==> src/rtl/clock_gate_ctrl.sv <==
// Idle-detect / wake-up controller for one clock-gated domain.
// Drops the gating-cell enable after a programmable idle run and restores it on demand.
module clock_gate_ctrl #(
  parameter int IDLE_CYCLES = 16,
  parameter int WAKE_CYCLES = 2,
  parameter int CNT_W       = 16
) (
  input  logic             clk_i,
  input  logic             rst_i,
  input  logic             cg_enable_i,
  input  logic             busy_i,
  input  logic             req_i,
  output logic             ready_o,
  output logic             clk_en_o,
  output logic             gated_o,
  output logic [CNT_W-1:0] gate_count_o
);

  localparam int MAX_CYC = (IDLE_CYCLES > WAKE_CYCLES) ? IDLE_CYCLES : WAKE_CYCLES;
  localparam int CW      = $clog2(MAX_CYC + 1);
  localparam logic [CW-1:0] IDLE_LOAD = CW'(IDLE_CYCLES - 1);
  localparam logic [CW-1:0] WAKE_LOAD = CW'(WAKE_CYCLES - 1);
  localparam logic [CW-1:0] CNT_ONE   = CW'(1);
  localparam logic [CW-1:0] CNT_ZERO  = CW'(0);
  localparam logic [CNT_W-1:0] GC_MAX = {CNT_W{1'b1}};
  localparam logic [CNT_W-1:0] GC_ONE = CNT_W'(1);

  typedef enum logic [1:0] {
    ST_ACTIVE    = 2'd0,
    ST_IDLE_WAIT = 2'd1,
    ST_GATED     = 2'd2,
    ST_WAKE      = 2'd3
  } state_t;

  state_t        state_r;
  state_t        state_s;
  logic [CW-1:0] cnt_r;
  logic [CW-1:0] cnt_s;
  logic          gate_inc_s;
  logic          idle_s;

  assign idle_s = ~busy_i & ~req_i & cg_enable_i;

  // Next-state and countdown logic
  always_comb begin
    state_s    = state_r;
    cnt_s      = cnt_r;
    gate_inc_s = 1'b0;
    case (state_r)
      ST_ACTIVE: begin
        if (idle_s) begin
          state_s = ST_IDLE_WAIT;
          cnt_s   = IDLE_LOAD;
        end else begin
          state_s = ST_ACTIVE;
        end
      end
      ST_IDLE_WAIT: begin
        // Activity beats an expiring countdown on the same edge.
        if (!idle_s) begin
          state_s = ST_ACTIVE;
          cnt_s   = CNT_ZERO;
        end else if (cnt_r == CNT_ZERO) begin
          state_s    = ST_GATED;
          gate_inc_s = 1'b1;
        end else begin
          cnt_s = cnt_r - CNT_ONE;
        end
      end
      ST_GATED: begin
        if (req_i || !cg_enable_i) begin
          state_s = ST_WAKE;
          cnt_s   = WAKE_LOAD;
        end else begin
          state_s = ST_GATED;
        end
      end
      ST_WAKE: begin
        if (cnt_r == CNT_ZERO) begin
          state_s = ST_ACTIVE;
        end else begin
          cnt_s = cnt_r - CNT_ONE;
        end
      end
      default: begin
        state_s = ST_ACTIVE;
        cnt_s   = CNT_ZERO;
      end
    endcase
  end

  // State and countdown registers
  always_ff @(posedge clk_i or posedge rst_i) begin
    if (rst_i) begin
      state_r <= ST_ACTIVE;
      cnt_r   <= CNT_ZERO;
    end else begin
      state_r <= state_s;
      cnt_r   <= cnt_s;
    end
  end

  // Outputs are flops decoded from the current state, so the gating-cell enable never glitches
  always_ff @(posedge clk_i or posedge rst_i) begin
    if (rst_i) begin
      clk_en_o <= 1'b1;
      ready_o  <= 1'b1;
      gated_o  <= 1'b0;
    end else begin
      clk_en_o <= (state_r != ST_GATED);
      ready_o  <= (state_r == ST_ACTIVE) || (state_r == ST_IDLE_WAIT);
      gated_o  <= (state_r == ST_GATED);
    end
  end

  // Saturating count of GATED entries
  always_ff @(posedge clk_i or posedge rst_i) begin
    if (rst_i) begin
      gate_count_o <= '0;
    end else if (gate_inc_s && (gate_count_o != GC_MAX)) begin
      gate_count_o <= gate_count_o + GC_ONE;
    end else begin
      gate_count_o <= gate_count_o;
    end
  end

endmodule
==> config.mk <==
export PLATFORM = sky130hd
export DESIGN_NAME = clock_gate_ctrl
export DESIGN_NICKNAME = d
export VERILOG_FILES = /design/src/rtl/clock_gate_ctrl.sv
export SDC_FILE = /design/constraint.sdc
export NUM_CORES = 1
export LEC_CHECK = 0
export BUFFER_PORTS_ARGS = -buffer_cell sky130_fd_sc_hd__buf_2
export CORE_UTILIZATION = 45
export CTS_CLUSTER_DIAMETER = 200
export CTS_CLUSTER_SIZE = 10
export DETAILED_ROUTE_END_ITERATION = 16
export HOLD_SLACK_MARGIN = 0.02
export MAX_ROUTING_LAYER = met4
export PLACE_DENSITY_LB_ADDON = 0.08
export SLEW_MARGIN = 20
export SYNTH_ARGS = -nofsm -noshare
export SYNTH_HDL_FRONTEND = slang
export SYNTH_SLANG_ARGS = --single-unit
==> constraint.sdc <==
create_clock -name clk_i -period 4.7 [get_ports clk_i]
set_clock_uncertainty 0.05 [all_clocks]
set_input_delay 0.94 -clock clk_i [delete_from_list [all_inputs] [get_ports clk_i]]
set_output_delay 0.94 -clock clk_i [all_outputs]
set_load 0.05 [all_outputs]
==> key figures, run 1 <==
Outcome
  • Outcome: complete, no violations

Global route
  • Total grt overflow: 0
  • Gr usage total: 18.7%
  • Initial antenna violation count: 0
  • First-pass GRT wire length: 3.82 mm
  • Largest net degree at the start of global routing: 27
  • Vias in the first global route: 836

Power
  • Leakage: 0.000678 uW
  • Clock power frac: 15.8%
  • Comb pwr share: 34.4%
  • Switching Share: 39.9%
  • Internal: 376 uW
  • Total chip power: 625 uW
  • Worst vdd ir: 0.320 mV
  • Switching Power: 249 uW
  • Flop pwr share: 49.9%
  • Pwr/cell area: 446 mW/mm^2

Clock network
  • Clk_lat worst skew: 320 ps
  • CTS root buf: clkbuf_4
  • CTS tree: yes
  • Post-CTS Setup Inserts: 0
  • Reg clk slew, reported paths: 150 ps
  • CTS max path bufs: 2
  • Num CTS Buffers: 3
  • CTS Sinks: 26
  • Cts hold-fix bufs: 0
  • Post-CTS sizing: 0
  • # H-tree levels: 1

Synth
  • Cell taking the most area after synthesis: dfrtp_1
  • Cells after Synth: 108
  • Post-synth EDFFs: 0
  • Yosys reg bits: 26
  • Yosys warns: 0
  • Post-synth ARST share: 100%
  • Ys flop type: dfrtp_1
  • Syn Std Cell Area: 0.00123 mm^2
  • Main combinational cell family by area after synthesis: simple AND/OR/NAND/NOR gates
  • Xor and xnor area share after synthesis: 11.4%
  • Post-synth top area share: 48.9%
  • Adder-Cell Fraction of Synth Area: 2.04%
  • Syn Nets: 115
  • Syn Area/Cell: 11.4 um^2
  • Post-synthesis sequential area ratio: 53.2%
  • Largest cells by area after synthesis: dfrtp_1 (49%), xnor2_1 (9.3%), dfstp_2 (4.3%)
  • Simple-Gate Fraction of Synth Area: 21.8%
  • Mux cell area share after synthesis: 0.916%
  • Synth unique cells: 31
  • Synth Area in Compound Gates: 8.25%

Routing
  • Total Wirelength: 2.35 mm
  • Routed length per instance: 14.4 um
  • DR pass1 iterations: 4
  • Initial drt markers: 8
  • Via count: 896
  • Number of nets with antenna violations after routing: 0
  • Residual DRC count: 0
  • Vias/cell: 5.50

Placement
  • HPWL after DPL: 1.66 mm
  • Placer Congestion: 0.777
  • IO Port Bufs: 23
  • Place WS: 1990 ps

Floorplan
  • Initial Util: 48.7%
  • Die X: 54.3 um
  • Core ar.: 0.00252 mm^2
  • I/O Pins: 24
  • Die area: 0.00294 mm^2
  • Die Y-Extent: 54.3 um
  • Std cell rows: 18

Timing
  • Final Hold Vio Count: 0
  • WHS: 446 ps
  • Worst Slack Setup Final: 2370 ps
  • Worst-Margin Slew: 928 ps
  • Tcrit/Tclk final: 49.6%
  • Setup TNS: 0 ps
  • RSZ-0062 raised after global routing: no
  • Tmin final: 2330 ps
  • Slew headroom: 37.8%
  • Max-slew violation count: 0
  • Final setup fails: 0
  • Max Clk Rate: 0.429 GHz

Setup path
  • Critical path peak fanout: 7
  • Worst EP arrival: 2490 ps
  • Crit. End Element: flip-flop
  • Crit Path Class: reg2reg
  • CP Data Required Time: 4860 ps
  • Worst setup SP type: flip-flop

Finish
  • Final Util: 55.5%
  • Nets: 141
  • # diodes: 0
  • Ratio of cells with drive above 1 in the final layout: 25.6%
  • Fill count: 241
  • P&R area growth vs syn: 14.0%

Flow run
  • Max Cap Viol: 0

Min path
  • Min-delay worst type: reg2reg
synthesized netlist by cell type, types with 3 or more instances:
library cell,instances
a21oi_1,4
and3_1,3
and4_1,4
dfrtp_1,24
inv_1,6
nand2_1,7
nand3_1,7
nand4_1,5
nor2_1,3
o21ai_0,4
xnor2_1,13
xor2_1,3
worst max-delay path, stage by stage, from the launching register on:
cell     delay, ps
dfrtp_1        420
inv_1          100
ha_1           240
nor4b_4        430
nand4_1        210
nor4b_4        450
nand4_1        180
xnor2_1        150
registers in the layout, summed over array words and instances, names as in the netlist, named ones only:
name and cells:
clk_en_o 1, state_r 1, gate_count_o 16, gated_o 1, cnt_r 5, ready_o 1
layer usage:
metal  up-vias  track usage [%]  wire, um
li1        436                -         -
met4         0             7.69        13
met1       440             23.9      1110
met3         2             2.50        85
met5         -                -         0
met2        18             29.9      1140
cell usage in the layout (no fill, tap or decap):
master	count
nand4_1	5
xnor2_1	13
o22ai_1	1
inv_1	5
xor2_1	3
nand3b_1	1
o21a_1	1
dfrtp_1	24
nor2b_1	1
o221ai_1	1
nand2b_1	1
or2b_1	1
nand2_1	7
o21ai_0	4
mux2_2	1
and4_1	4
dfstp_2	2
a21oi_1	4
and3_1	3
or3_1	1
nor4b_1	1
buf_2	23
nor3b_1	1
a311oi_2	1
nand3_1	7
clkinv_1	1
nor4b_4	2
clkbuf_4	3
a31oi_1	1
o311ai_0	2
nor2_1	3
clkbuf_1	1
ha_1	2
or2_2	2
logic make-up (layout without fill, tap and decap cells):
group / after synthesis / after routing
AOI/OAI and AO/OA: 15 / 15
xor gates and xnor gates: 16 / 16
adders and majority gates: 2 / 2
buffers and inverters: 8 / 33
DFF: 26 / 26
muxes: 1 / 1
and+or+nand+nor: 40 / 40
power groups by stage:
| stage | combinational (uW) | sequential, uW | clock (uW) |
|---|---|---|---|
| finish | 215 | 312 | 98.4 |
| global route | 237 | 321 | 111 |
| CTS | 214 | 312 | 103 |
| detailed placement | 214 | 317 | 0 |
| global placement | 207 | 315 | 0 |
| floorplan | 120 | 360 | 0 |
final timing paths:
| path | slack (ps) | startpoint | cells after the start | end |
|---|---|---|---|---|
| min in group asynchronous | 630 | rst_i | 2 | cnt_r[2] |
| max in group asynchronous | 3530 | rst_i | 2 | gate_count_o[15] |
| worst min register to register | 450 | gate_count_o[11] | 1 | gate_count_o[11] |
| worst min-delay path | 450 | gate_count_o[11] | 1 | gate_count_o[11] |
| worst max register to register | 2370 | cnt_r[0] | 7 | gate_count_o[15] |
| worst max-delay path | 2370 | cnt_r[0] | 7 | gate_count_o[15] |
through the flow:
step,cells,cell area (um^2)
after floorplan,108,1230
after global placement,159,1370
after detailed placement,159,1370
after CTS,163,1400
after global routing,163,1400
final,163,1400
final cells by class:
type	instances	area [um^2]	area share, %
Sequential cell	26	653	46.6
Clock buffer	4	26.3	1.88
Tap cell	30	37.5	2.68
Timing Repair Buffer	23	115	8.22
Inverter	6	22.5	1.61
Multi-Input combinational cell	74	546	39.0
Note: power is estimated with default switching activity, not from simulation.
==> run 2: changes to the inputs <==
==> constraint.sdc (replaced) <==
create_clock -name clk_i -period 2.1 [get_ports clk_i]
set_clock_uncertainty 0.05 [all_clocks]
set_input_delay 0.42 -clock clk_i [delete_from_list [all_inputs] [get_ports clk_i]]
set_output_delay 0.42 -clock clk_i [all_outputs]
set_load 0.05 [all_outputs]
==> run 2 against run 1 <==
  * Wire length decreased by 8.4%
  * Cell count rose by 5.5%
  * Cell area increased by 7.7%
  * Power increased to 2.5 times the previous value
  * Critical path depth increased by 1
  * Sequential cell count stayed put
  * Sequential share of layout area is 3.2 points lower
  * Worst setup slack worse by 2200 ps
  * Utilization increased by 4.3 points
  * Critical endpoint unchanged
==> key figures, run 2 (same netlist as run 1, synthesis figures left out) <==
Outcome
  • Outcome: complete, no violations

Placement
  • HPWL after DPL: 1.61 mm
  • IO Port Bufs: 23
  • DP Area: 0.00144 mm^2
  • Placer Congestion: 0.823

Timing
  • Tcrit/Tclk final: 93.1%
  • RSZ-0062 raised after global routing: no
  • Setup TNS: 0 ps
  • Slew headroom: 76.0%
  • Worst-Margin Slew: 356 ps
  • Max-slew violation count: 0
  • Final Hold Vio Count: 0
  • Max Clk Rate: 0.511 GHz
  • Tmin final: 1960 ps
  • Final setup fails: 0

Floorplan
  • I/O Pins: 24
  • Die Y-Extent: 54.3 um
  • Die area: 0.00294 mm^2
  • Initial Util: 48.7%
  • Core ar.: 0.00252 mm^2
  • Std cell rows: 18
  • Die X: 54.3 um

Routing
  • Initial drt markers: 15
  • Total Wirelength: 2.16 mm
  • Routed length per instance: 12.5 um
  • Vias/cell: 5.32
  • Residual DRC count: 0
  • DR pass1 iterations: 4
  • Via count: 915
  • Number of nets with antenna violations after routing: 0

Clock network
  • Cts hold-fix bufs: 0
  • CTS max path bufs: 2
  • Num CTS Buffers: 3
  • Clk_lat worst skew: 320 ps
  • # H-tree levels: 1
  • CTS root buf: clkbuf_4
  • CTS Sinks: 26
  • Reg clk slew, reported paths: 140 ps
  • CTS tree: yes

Finish
  • # diodes: 0
  • Top reg by flops: gate_count_o
  • Most frequent cells in the layout: buf_2 (23), dfrtp_1 (22), xnor2_1 (13), buf_4 (9)
  • P&R area growth vs syn: 22.7%
  • Design area: 0.00151 mm^2
  • Top flop regs: gate_count_o (16), cnt_r (5)
  • Commonest non-fill, non-tap cell in the layout: buf_2
  • Max FFs per register: 16
  • Ratio of cells with drive above 1 in the final layout: 32.4%
  • Nets: 150

Global route
  • Vias in the first global route: 834
  • Largest net degree at the start of global routing: 27
  • Total grt overflow: 0
  • Gr usage total: 18.0%
  • First-pass GRT wire length: 3.70 mm
  • Initial antenna violation count: 0

Min path
  • Min-delay worst type: in2async

Setup path
  • CP Data Required Time: 2270 ps
  • CP Buf/Inv Count: 2
  • Crit. End Element: flip-flop
  • Cell family with most CP delay: simple AND/OR/NAND/NOR gates
  • CP max stage delay: 420 ps
  • Critical path peak fanout: 6
  • Worst EP arrival: 2130 ps
  • Crit-path cells: inv_1 > ha_1 > nor4b_4 > nand4_1 > nor4b_4 > buf_4 > nand4_1 > xnor2_1
  • Slowest-stage cell, CP: dfrtp_1
  • Crit Path Class: reg2reg
  • Worst setup SP type: flip-flop
  • Critical R2R Launch: cnt_r[0]
  • Worst setup startpoint: cnt_r[0]

Power
  • Worst vdd ir: 0.749 mV
  • Pwr/cell area: 1040 mW/mm^2
  • Leakage: 0.000739 uW

Flow run
  • Max Cap Viol: 0
run 2: cell count changes in the layout (fill, tap and decap cells not counted), sizes merged:
cell,change
buf,+9
clkinv,-1
inv,+1
bufinv,+1
clkbuf,-1
run 2: routing by layer:
metal / global-route usage (%) / part of all wire [%] / vias up
met5: - / 0 / -
met4: 8.55 / 0.60 / 0
met3: 2.50 / 3.3 / 2
met2: 25.8 / 45 / 17
met1: 25.1 / 51 / 439
li1: - / - / 457
run 2: worst register-to-register path, stage by stage (launching register included):
cell and delay (ps):
dfrtp_1 420, inv_1 90, ha_1 170, nor4b_4 230, nand4_1 180, nor4b_4 280
buf_4 180, nand4_1 110, xnor2_1 140
run 2: layout make-up:
type                       instances  area [um^2]
inverter                           6         22.5
timing repair buffer              32          183
tap                               30         37.5
clock inverter                     1         30.0
clock buffer                       3         22.5
multi-input combinational         74          557
sequential                        26          656
fill                             220         1010
run 2: metrics by stage:
step / utilization (%) / total power, uW / hold WS [ps] / worst slack (ps) / instances
after global routing: 59.8 / 1660 / 91.6 / 10.8 / 172
after detailed placement: 56.9 / 1240 / 440 / 45.3 / 167
after floorplan: - / 1080 / 399 / 37.8 / 108
final: 59.8 / 1560 / 68.9 / 144 / 172
after global placement: 56.9 / 1230 / 421 / 85.8 / 167
after CTS: 59.0 / 1590 / 64.5 / 44.5 / 171
run 2: final timing paths:
kind | end | slack [ps] | cells after the start
min | gated_o | 70 | 3
min in group clk_i | gate_count_o[7] | 450 | 1
min reg2reg | gate_count_o[7] | 450 | 1
max in group asynchronous | clk_en_o | 1640 | 3
max reg2reg | gate_count_o[15] | 140 | 8
max | gate_count_o[15] | 140 | 8
run 2: what timing repair did:
item	4_1_cts	5_1_grt
setup endpoints to repair	0	7
hold endpoints to repair	0	0
resized for setup	0	1
buffers inserted	0	1
run 2: power breakdown:
part           switching [uW]  internal [uW]  total [uW]  leakage (uW)
Clock                     149            193         342     0.0000279
Sequential               91.7            599         691      0.000345
Combinational             317            214         531      0.000367
Total                     558           1010        1560      0.000739
==> run 3: changes to the inputs <==
--- a/config.mk
+++ b/config.mk
@@ -6,10 +6,11 @@
 export NUM_CORES = 1
 export LEC_CHECK = 0
 export BUFFER_PORTS_ARGS = -buffer_cell sky130_fd_sc_hd__buf_2
-export CORE_UTILIZATION = 45
+export CORE_UTILIZATION = 40
 export CTS_CLUSTER_DIAMETER = 200
 export CTS_CLUSTER_SIZE = 10
 export DETAILED_ROUTE_END_ITERATION = 16
+export GPL_TIMING_DRIVEN = 0
 export HOLD_SLACK_MARGIN = 0.02
 export MAX_ROUTING_LAYER = met4
 export PLACE_DENSITY_LB_ADDON = 0.08
==> run 3 against run 2 <==
  * Largest cell class unchanged
  * The run now ends with design-rule violations left
  * Highest routed layer unchanged
  * Sequential power is essentially flat
  * Sequential share of layout area shrank 0.74 points
  * Register-to-register slack lost 30 ps
  * Combinational power grew 18%
  * Via count grew 1.9%
  * First-iteration DRC count grew 87%
  * Cell area grew 1.7%
  * Die area grew 12%
  * Power grew 0.19%
  * Hold slack gained 180 ps
  * Count of clock-buffer cells in the layout grew 1
  * Cell count grew 1.7%
==> key figures, run 3 (same netlist as run 1, synthesis figures left out) <==
Outcome
  • Outcome: finished, violations left
  • Violated checks: design-rule violations

Global route
  • GRT met3 Usage: 2.04%
  • Total grt overflow: 0
  • Initial antenna violation count: 0
  • Grt met1 use: 21.1%
  • Gr busiest metal: met2
  • Gr usage total: 15.9%
  • Largest net degree at the start of global routing: 27
  • First-pass GRT wire length: 3.91 mm
  • Met2 Use GR: 24.6%
  • Vias in the first global route: 849

Min path
  • Min-delay worst type: in2async

Timing
  • Worst-Margin Slew: 964 ps
  • Final Hold Vio Count: 0
  • Max-slew violation count: 0
  • Slew headroom: 35.7%
  • Tcrit/Tclk final: 94.3%
  • Tmin final: 1980 ps
  • Final setup fails: 0
  • Worst Slack Setup Final: 119 ps
  • Max Clk Rate: 0.505 GHz

Setup path
  • CP Data Required Time: 2270 ps
  • Worst R2R End: gate_count_o[13]
  • Crit Path Class: reg2reg
  • Slowest-stage cell, CP: dfrtp_2
  • Reg-to-reg slack, setup: 120 ps
  • Critical path peak fanout: 6
  • Worst EP arrival: 2150 ps
  • Crit-path cells: ha_1 > and4_1 > and4_4 > nor4b_4 > buf_4 > nand4_1 > xnor2_1
  • FF-to-FF path depth: 7
  • CP max stage delay: 460 ps
  • Critical R2R Launch: gate_count_o[0]
  • Worst setup SP type: flip-flop
  • Crit. End Element: flip-flop

Finish
  • Most frequent cells in the layout: buf_2 (23), dfrtp_1 (22), xnor2_1 (13), buf_4 (9), nand2_1 (7)
  • Fill count: 263
  • Multi-input logic area: 591 um^2
  • Top reg by flops: gate_count_o
  • Top flop regs: gate_count_o (16), cnt_r (5)
  • Final Util: 54.2%
  • Ratio of cells with drive above 1 in the final layout: 36.8%
  • Sequential cell area: 656 um^2
  • Design area: 0.00153 mm^2
  • # diodes: 0
  • Nets: 152
  • P&R area growth vs syn: 24.8%
  • Max FFs per register: 16
  • Commonest non-fill, non-tap cell in the layout: buf_2

Routing
  • Number of nets with antenna violations after routing: 0
  • DR pass1 iterations: 10
  • Routed length per instance: 14.1 um
  • Total Wirelength: 2.46 mm
  • Initial drt markers: 28
  • Residual DRC count: 2
  • Vias/cell: 5.33
  • Via count: 932

Placement
  • HPWL after DPL: 1.59 mm
  • Placer Congestion: 0.769
  • DP Area: 0.00139 mm^2
  • Place WS: -192 ps
  • IO Port Bufs: 23

Floorplan
  • Die area: 0.00330 mm^2
  • Die X: 57.4 um
  • Initial Util: 43.4%
  • Core ar.: 0.00283 mm^2
  • Die Y-Extent: 57.4 um
  • I/O Pins: 24
  • Std cell rows: 19

Clock network
  • CTS tree: yes
  • CTS max path bufs: 2
  • Cts hold-fix bufs: 0
  • CTS root buf: clkbuf_4
  • Clk_lat worst skew: 310 ps
  • Num CTS Buffers: 3
  • # H-tree levels: 1
  • Reg clk slew, reported paths: 140 ps
  • CTS Sinks: 26

Power
  • Switching Power: 593 uW
  • Switching Share: 37.9%
  • Worst vdd ir: 0.460 mV
  • Pwr/cell area: 1020 mW/mm^2
  • Clock power frac: 16.0%
  • Comb pwr share: 40.1%
  • Flop pwr share: 44.0%
  • Internal: 974 uW
  • Leakage: 0.000735 uW

Flow run
  • Max Cap Viol: 0
==> run 3: changes by cell type in the layout (fill, tap and decap cells not counted), sizes merged <==
cell	delta
bufinv	-1
clkbuf	+3
==> run 3: how the worst max path moves through the flow <==
stage                          startpoint                to  slack (ps)  cells after the start
final                     gate_count_o[0]  gate_count_o[13]         120                      7
after detailed placement         cnt_r[0]   gate_count_o[1]        -190                      6
after floorplan           gate_count_o[0]  gate_count_o[15]          40                      6
after global placement           cnt_r[0]   gate_count_o[1]        -170                      6
after global routing             cnt_r[0]  gate_count_o[13]         -30                      8
after CTS                        cnt_r[0]  gate_count_o[13]           9                      8
==> run 3: final cells by class <==
type,count,area share (%)
well taps,31,2.53
clock buffers,4,2.37
plain buffers,2,0.489
multi-input cells,74,38.5
repair buffers,32,11.9
flip-flops and latches,26,42.7
inverters,6,1.47
==> run 3: per-stage QoR <==
step	setup TNS, ps	hold slack, ps	total power, uW	instances
floorplan	0	399	1080	108
global placement	-1430	420	1180	162
detailed placement	-1540	426	1190	162
CTS	0	271	1480	169
global route	-34.8	315	1670	175
finish	0	247	1570	175
==> run 3: critical path: cells and delay by family (launching register included) <==
family	cells	cell delay, ps
adder cells (fa/ha/maj)	1	230
AND/OR/NAND/NOR	4	810
flip-flops	1	460
XOR/XNOR	1	150
buffers and inverters	1	180
==> run 3: power groups by stage <==
stage	logic (uW)	clock network (uW)	registers (uW)
floorplan	268	0	809
global placement	486	0	690
detailed placement	498	0	692
CTS	534	265	686
global route	689	275	703
finish	628	251	689
==> run 3: what timing repair did <==
action | 4_1_cts | 5_1_grt
gates cloned | 0 | 0
gates resized for setup | 2 | 9
setup endpoints to repair | 15 | 14
pin swaps | 2 | 4
buffers inserted | 3 | 6
endpoints found under the hold margin | 0 | 0
==> run 3: layer usage <==
layer  vias up  wire length (um)
met1       447              1150
met4         0                33
met2        19              1210
met5         -                 0
li1        462                 -
met3         4                78
